===== src/rtl/sdram_arbiter.sv =====
// sdram_arbiter: round-robin arbiter that shares the SDRAM controller's single
// internal port between NUM_PORTS requesters (e.g. CPU ibus, CPU dbus, DMA).
// Lives in the sdram_clk domain, between the requester bus adapters and the
// controller. A grant is held across back-to-back accesses so open-row hits
// stay fast, and is forcibly released after HOLD_ACKS acks when others wait.
//
// Ports:
//   sdram_clk, sdram_rst      clock, synchronous active-high reset
//   m_acc_i/m_we_i            per-port request / write enable (acc held until ack)
//   m_adr_i/m_dat_i/m_sel_i   per-port address (32b), write data (16b), selects (2b)
//   m_ack_o                   per-port ack (only ever the granted port)
//   m_dat_o/m_adr_o           controller read data/address, broadcast to all ports
//   s_acc_o..s_sel_o          muxed request to the controller
//   s_ack_i/s_dat_i/s_adr_i   controller ack, read data, read-data address
//   grant_o                   one-hot current grant, 0 when idle
module sdram_arbiter #(
  parameter int NUM_PORTS = 3,
  parameter int HOLD_ACKS = 16
) (
  input  logic                    sdram_clk,
  input  logic                    sdram_rst,
  input  logic [NUM_PORTS-1:0]    m_acc_i,
  input  logic [NUM_PORTS-1:0]    m_we_i,
  input  logic [32*NUM_PORTS-1:0] m_adr_i,
  input  logic [16*NUM_PORTS-1:0] m_dat_i,
  input  logic [2*NUM_PORTS-1:0]  m_sel_i,
  output logic [NUM_PORTS-1:0]    m_ack_o,
  output logic [15:0]             m_dat_o,
  output logic [31:0]             m_adr_o,
  output logic                    s_acc_o,
  output logic                    s_we_o,
  output logic [31:0]             s_adr_o,
  output logic [15:0]             s_dat_o,
  output logic [1:0]              s_sel_o,
  input  logic                    s_ack_i,
  input  logic [15:0]             s_dat_i,
  input  logic [31:0]             s_adr_i,
  output logic [NUM_PORTS-1:0]    grant_o
);

  localparam int IW = (NUM_PORTS > 1) ? $clog2(NUM_PORTS) : 1;

  typedef enum logic {IDLE, GRANT} state_t;

  state_t                 state, state_nxt;
  logic [NUM_PORTS-1:0]   grant, grant_nxt;
  logic [IW-1:0]          rr_ptr, rr_nxt;
  logic [7:0]             hold_cnt, hold_nxt;
  logic                   rel_r, rel_nxt;

  logic [2*NUM_PORTS-1:0] rot;
  logic                   pick_vld;
  logic [IW-1:0]          pick_idx;
  logic [IW:0]            sum;
  logic [IW-1:0]          g_idx;
  logic                   own_acc;
  logic                   others_wait;

  // Round-robin scan: rotate the request vector so rr_ptr lands at bit 0,
  // then take the lowest set bit. Scanning downward leaves the lowest match.
  always_comb begin
    rot      = {m_acc_i, m_acc_i} >> rr_ptr;
    pick_vld = 1'b0;
    pick_idx = '0;
    sum      = '0;
    for (int i = NUM_PORTS - 1; i >= 0; i--) begin
      if (rot[i]) begin
        sum = {1'b0, rr_ptr} + (IW+1)'(i);
        if (sum >= (IW+1)'(NUM_PORTS)) sum = sum - (IW+1)'(NUM_PORTS);
        pick_vld = 1'b1;
        pick_idx = sum[IW-1:0];
      end
    end
  end

  // Request mux from the granted port; all zero while idle (grant == 0).
  always_comb begin
    g_idx   = '0;
    s_we_o  = 1'b0;
    s_adr_o = '0;
    s_dat_o = '0;
    s_sel_o = '0;
    for (int k = 0; k < NUM_PORTS; k++) begin
      if (grant[k]) begin
        g_idx   = IW'(k);
        s_we_o  = m_we_i[k];
        s_adr_o = m_adr_i[32*k +: 32];
        s_dat_o = m_dat_i[16*k +: 16];
        s_sel_o = m_sel_i[2*k +: 2];
      end
    end
  end

  assign own_acc     = |(m_acc_i & grant);
  assign others_wait = |(m_acc_i & ~grant);
  assign s_acc_o     = (state == GRANT) & own_acc & ~rel_r;
  assign m_ack_o     = (state == GRANT) ? (grant & {NUM_PORTS{s_ack_i}}) : '0;
  assign m_dat_o     = s_dat_i;
  assign m_adr_o     = s_adr_i;
  assign grant_o     = grant;

  // Releases happen only on an acc-low cycle or an ack cycle, so the
  // controller never has an access in flight when the grant moves.
  always_comb begin
    state_nxt = state;
    grant_nxt = grant;
    rr_nxt    = rr_ptr;
    hold_nxt  = hold_cnt;
    rel_nxt   = 1'b0;
    case (state)
      IDLE: begin
        if (pick_vld) begin
          state_nxt = GRANT;
          grant_nxt = NUM_PORTS'(1) << pick_idx;
          hold_nxt  = '0;
        end
      end
      GRANT: begin
        if (s_ack_i && (hold_cnt != 8'(HOLD_ACKS))) hold_nxt = hold_cnt + 8'd1;
        if (!own_acc || rel_r) begin
          state_nxt = IDLE;
          grant_nxt = '0;
          rr_nxt    = (g_idx == IW'(NUM_PORTS - 1)) ? '0 : g_idx + 1'b1;
        end else if (s_ack_i && (hold_cnt == 8'(HOLD_ACKS - 1)) && others_wait) begin
          // Forced release: the holder re-competes from behind everyone else.
          state_nxt = IDLE;
          grant_nxt = '0;
          rr_nxt    = (g_idx == IW'(NUM_PORTS - 1)) ? '0 : g_idx + 1'b1;
          rel_nxt   = 1'b1;
        end
      end
      default: state_nxt = IDLE;
    endcase
  end

  always_ff @(posedge sdram_clk) begin
    if (sdram_rst) begin
      state    <= IDLE;
      grant    <= '0;
      rr_ptr   <= '0;
      hold_cnt <= '0;
      rel_r    <= 1'b0;
    end else begin
      state    <= state_nxt;
      grant    <= grant_nxt;
      rr_ptr   <= rr_nxt;
      hold_cnt <= hold_nxt;
      rel_r    <= rel_nxt;
    end
  end

endmodule


===== config.mk =====
export PLATFORM = sky130hd
export DESIGN_NAME = sdram_arbiter
export DESIGN_NICKNAME = d
export VERILOG_FILES = /design/src/rtl/sdram_arbiter.sv
export SDC_FILE = /design/constraint.sdc
export NUM_CORES = 1
export LEC_CHECK = 0
export BUFFER_PORTS_ARGS = -buffer_cell sky130_fd_sc_hd__buf_4
export CAP_MARGIN = 30
export CORE_AREA = 3 3 121 123
export CTS_CLUSTER_SIZE = 24
export DETAILED_ROUTE_END_ITERATION = 8
export DIE_AREA = 0 0 124 126
export MAX_ROUTING_LAYER = met4
export PLACE_DENSITY = 0.49
export SYNTH_ARGS = -nofsm -noshare
export SYNTH_HDL_FRONTEND = slang
export SYNTH_SLANG_ARGS = --single-unit

===== constraint.sdc =====
create_clock -name sdram_clk -period 2.04 [get_ports sdram_clk]
set_input_delay 0.204 -clock sdram_clk [delete_from_list [all_inputs] [get_ports sdram_clk]]
set_output_delay 0.204 -clock sdram_clk [all_outputs]
set_load 0.02 [all_outputs]

==> impl_summary.md <==
Worst setup path
At the worst endpoint, the arrival time is 1.73 ns. By startpoint and endpoint, the worst setup path is classified as flip-flop to output pin. The worst setup path is launched from a flip-flop.

Walking the worst path, the cells encountered are inv_1, nor2_4, buf_12, buf_12, a22oi_1, o21ai_1, buf_4. The slowest stage of the critical path is the dfxtp_1 cell. In this run the worst setup path begins at grant_o[0]. At the worst endpoint, the required time is roughly 1.8 ns. The capturing element type of the critical path is an output pin. In this design, the stage delay of the slowest critical-path cell is approximately 0.38 ns. Of all nets on the critical path, the largest fanout is 27. The most numerous cell type found on the critical path is buf_12. In this run the critical register-to-register path is launched from rr_ptr[0].

Routing
The total iterations of the first detailed-routing run is 5. The wire length after detailed routing is roughly 11000 µm. After detailed routing, the number of remaining DRC violations is 0. The total via count in the routed design is ~3.1k. Using the TritonRoute via totals, the vias-per-cell ratio works out to 4.618. The first routing iteration left 139 violations. Dividing the detail-routed wire length by the instance count gives ~16 µm. The number of nets with antenna violations after detailed routing is 0.

Synth
The sequential element share of the synthesized area is 0.1264. The number of distinct library cells after synthesis is between 50 and 60. Of the total synthesized cell area, the portion taken by XOR and XNOR cells is 0.007376.

After synthesis the cells add up to about 2400 µm². A synthesized cell averages between 6 and 7 µm². The top flip-flop cell by instance count after synthesis is dfxtp_1. Synthesis inferred 15 register bits. The number of flops mapped to enable cells by yosys is 0.

The number of nets in the synthesized netlist is between 500 and 600. Of the total synthesized cell area, the portion taken by full adders, half adders and majority gates is 0.02634. The Yosys step of the flow raised 0 warnings. By area, the combinational part of the netlist is dominated by compound AO/OA/AOI/OAI gates.

The fraction of the mapped netlist area in compound gates is 0.3741. Of the total synthesized cell area, the portion taken by AND, OR, NAND and NOR gates is 0.2092. Synthesis produced a netlist whose cell count is approximately 350. In the synthesized netlist the async set-or-reset flop fraction comes to 0. Measured against the total synthesized area, the mux share comes to 0.02687.

Clocking
Clock-pin slew was measured on the worst setup and hold paths at roughly 0.050 ns. The TritonCTS sink count is 15. The clock latency reported for the late side of the worst-skew pair is roughly 0.25 ns. The buffer levels on the longest clock path is 2. The TritonCTS clock tree is done. The H-tree depth reported by CTS is 1. The cell sitting at the root of the clock tree is a clkbuf_16. The number of CTS-inserted buffers is 3. The count of hold-fix buffers inserted at cts is 0.

Power
The maximum ir drop on the vdd rail is 0.0003026 V. Of the total power, the clock network draws 0.172. Of the total power, the share spent switching nets is 0.4320. The cell-internal power is 1.274 mW.

The share of total power dissipated in sequential elements is 0.148. The combinational fraction of design power is 0.680. The total leakage power is approximately 1.7 nW. The switching power is around 0.97 mW. The power density over the cells is approximately 570 nW/µm².

Die
approximately 310 I/O pins were placed. The die area is between 15000 and 20000 µm². The number of rows created at floorplan is 43.

The effective utilization at floorplan is 0.1724. The die extent in x is 124 µm. In this run the standard cell core region covers ~14000 µm². The vertical extent of the die is between 100 and 150 µm.

Placed design
The total of buffers placed on input and output ports is around 220. Detailed placement ended at an HPWL of 8411 µm. The weighted congestion at the end of routability-driven global placement is approximately 0.8.

Global route
The via count of the first global-routing pass came to 2937. The initial antenna violation count is 0. Entering global routing, the biggest net connects 105 pins. The global-route usage over all layers is 0.1226. The first global-routing pass estimated approximately 15000 µm of wire. The residual overflow from global routing is 0.

STA
Of the available clock period, the critical path in the final layout requires 0.9497. The final hold slack is around 0.27 ns. The count of final hold-check violations is 0. Setup violations remaining at the end of the flow were counted as 0. The final count of pins violating max slew was 0. Measured against its own limit, the worst slew margin works out to 0.6830. The fmax is between 500 and 600 MHz. The transition time at the pin with the least slew margin is between 0.4 and 0.5 ns. The post-route setup TNS is 0 ns.

Setup repair after global routing left no endpoint under its margin. The shortest period the worst path allows is a little under 2 ns. Between clock sinks in the finished design, the worst skew comes to 0.001994 ns.

Cells and area
The area of the multi-input gates is between 1500 and 2000 µm². Compared with the post-synthesis result, the final layout area differs by 65.17%. The fraction of layout instances using a drive strength above 1 is 0.4890. The number of nets in the finished design is ~700.

The register area is slightly above 300 µm². 0 antenna diodes ended up in the layout. In the layout the commonest cells are buf_4, nand2_1, a22oi_1. The number of filler instances in the final layout is approximately 1.5k. The commonest non-fill, non-tap cell in the layout is buf_4.

Min path
The path class of the tightest hold or removal check is input pin to flip-flop. The worst min-delay path startpoint is sdram_rst.

Flow run
Max-cap violations in this run came to 0.

Outcome
The run finished with clean final reports.
routing by layer:
metal	track usage	wire length [µm]
met5	-	0
met4	0.02062	104
met3	0.02649	1013
met2	0.2132	5244
met1	0.1465	4205
cell families after synthesis:
group	count (synthesis)
buf+inv	87
xor+xnor	2
flops	15
mux	6
compound gates	132
fa+ha+maj	5
simple gates	102
worst paths after layout:
kind | end | cells after the start | slack (ns)
max | s_adr_o[7] | 7 | 0.10
min reg2reg | hold_cnt[5] | 2 | 0.52
max reg2reg | grant_o[2] | 7 | 0.20
min | hold_cnt[2] | 2 | 0.27
stage by stage:
| step | worst slack, ns | utilization | cell area (µm²) | std cells | total power, mW |
|---|---|---|---|---|---|
| floorplan | 0.1527 | - | 2375 | 349 | 1.247 |
| global placement | 0.2627 | 0.2791 | 3844 | 677 | 1.871 |
| detailed placement | 0.2060 | 0.2791 | 3844 | 677 | 1.878 |
| CTS | 0.02981 | 0.2848 | 3923 | 681 | 2.273 |
| global route | 0.002681 | 0.2848 | 3923 | 681 | 2.397 |
| finish | 0.1026 | 0.2848 | 3923 | 681 | 2.244 |
area by class of cell:
| cell class | count | area share |
|---|---|---|
| flip-flops and latches | 15 | 0.07783 |
| multi-input cells | 247 | 0.3917 |
| well taps | 180 | 0.05742 |
| inverters | 10 | 0.009569 |
| repair buffers | 225 | 0.4434 |
| clock buffers | 4 | 0.02010 |
timing repair:
item                                    4_1_cts  5_1_grt
endpoints found under the setup margin        0        6
setup buffers                                 0        0
resized for setup                             0        6
worst max-delay path: cells and delay by family (launching register included):
family	cells	cell delay (ns)
simple gates	1	0.14
compound gates	2	0.29
flops	1	0.38
buf+inv	4	0.68
state kept, by name, summed over array words and instances, names as in the netlist:
register	cells
rr_ptr	2
rel_r	1
state	1
hold_cnt	8
grant_o	3
power groups by stage:
stage	Sequential [mW]	Clock (mW)	Combinational, mW
after global placement	0.338	0	1.53
final	0.332	0.386	1.53
after detailed placement	0.338	0	1.54
after CTS	0.332	0.396	1.54
after global routing	0.334	0.411	1.65
after floorplan	0.341	0	0.906
synth_stat cells, drive strengths merged (2+ instances only):
library cell | n | area share
o211ai | 2 | 0.0063
inv | 10 | 0.016
clkbuf | 21 | 0.033
nor2 | 15 | 0.024
a32o | 2 | 0.0084
a32oi | 2 | 0.0074
nor4b | 2 | 0.014
or2 | 3 | 0.0079
mux2i | 3 | 0.013
a222oi | 2 | 0.0084
buf | 56 | 0.18
or3 | 2 | 0.0053
a22oi | 53 | 0.17
a21oi | 6 | 0.013
dfxtp | 15 | 0.13
and2 | 2 | 0.0053
o21ai | 54 | 0.11
mux2 | 3 | 0.014
and4bb | 2 | 0.011
ha | 5 | 0.026
nand2 | 57 | 0.091
and3 | 2 | 0.0053
o41ai | 4 | 0.024
nor3 | 7 | 0.017
nand3 | 4 | 0.0084
Power figures use the tool's default switching activity.
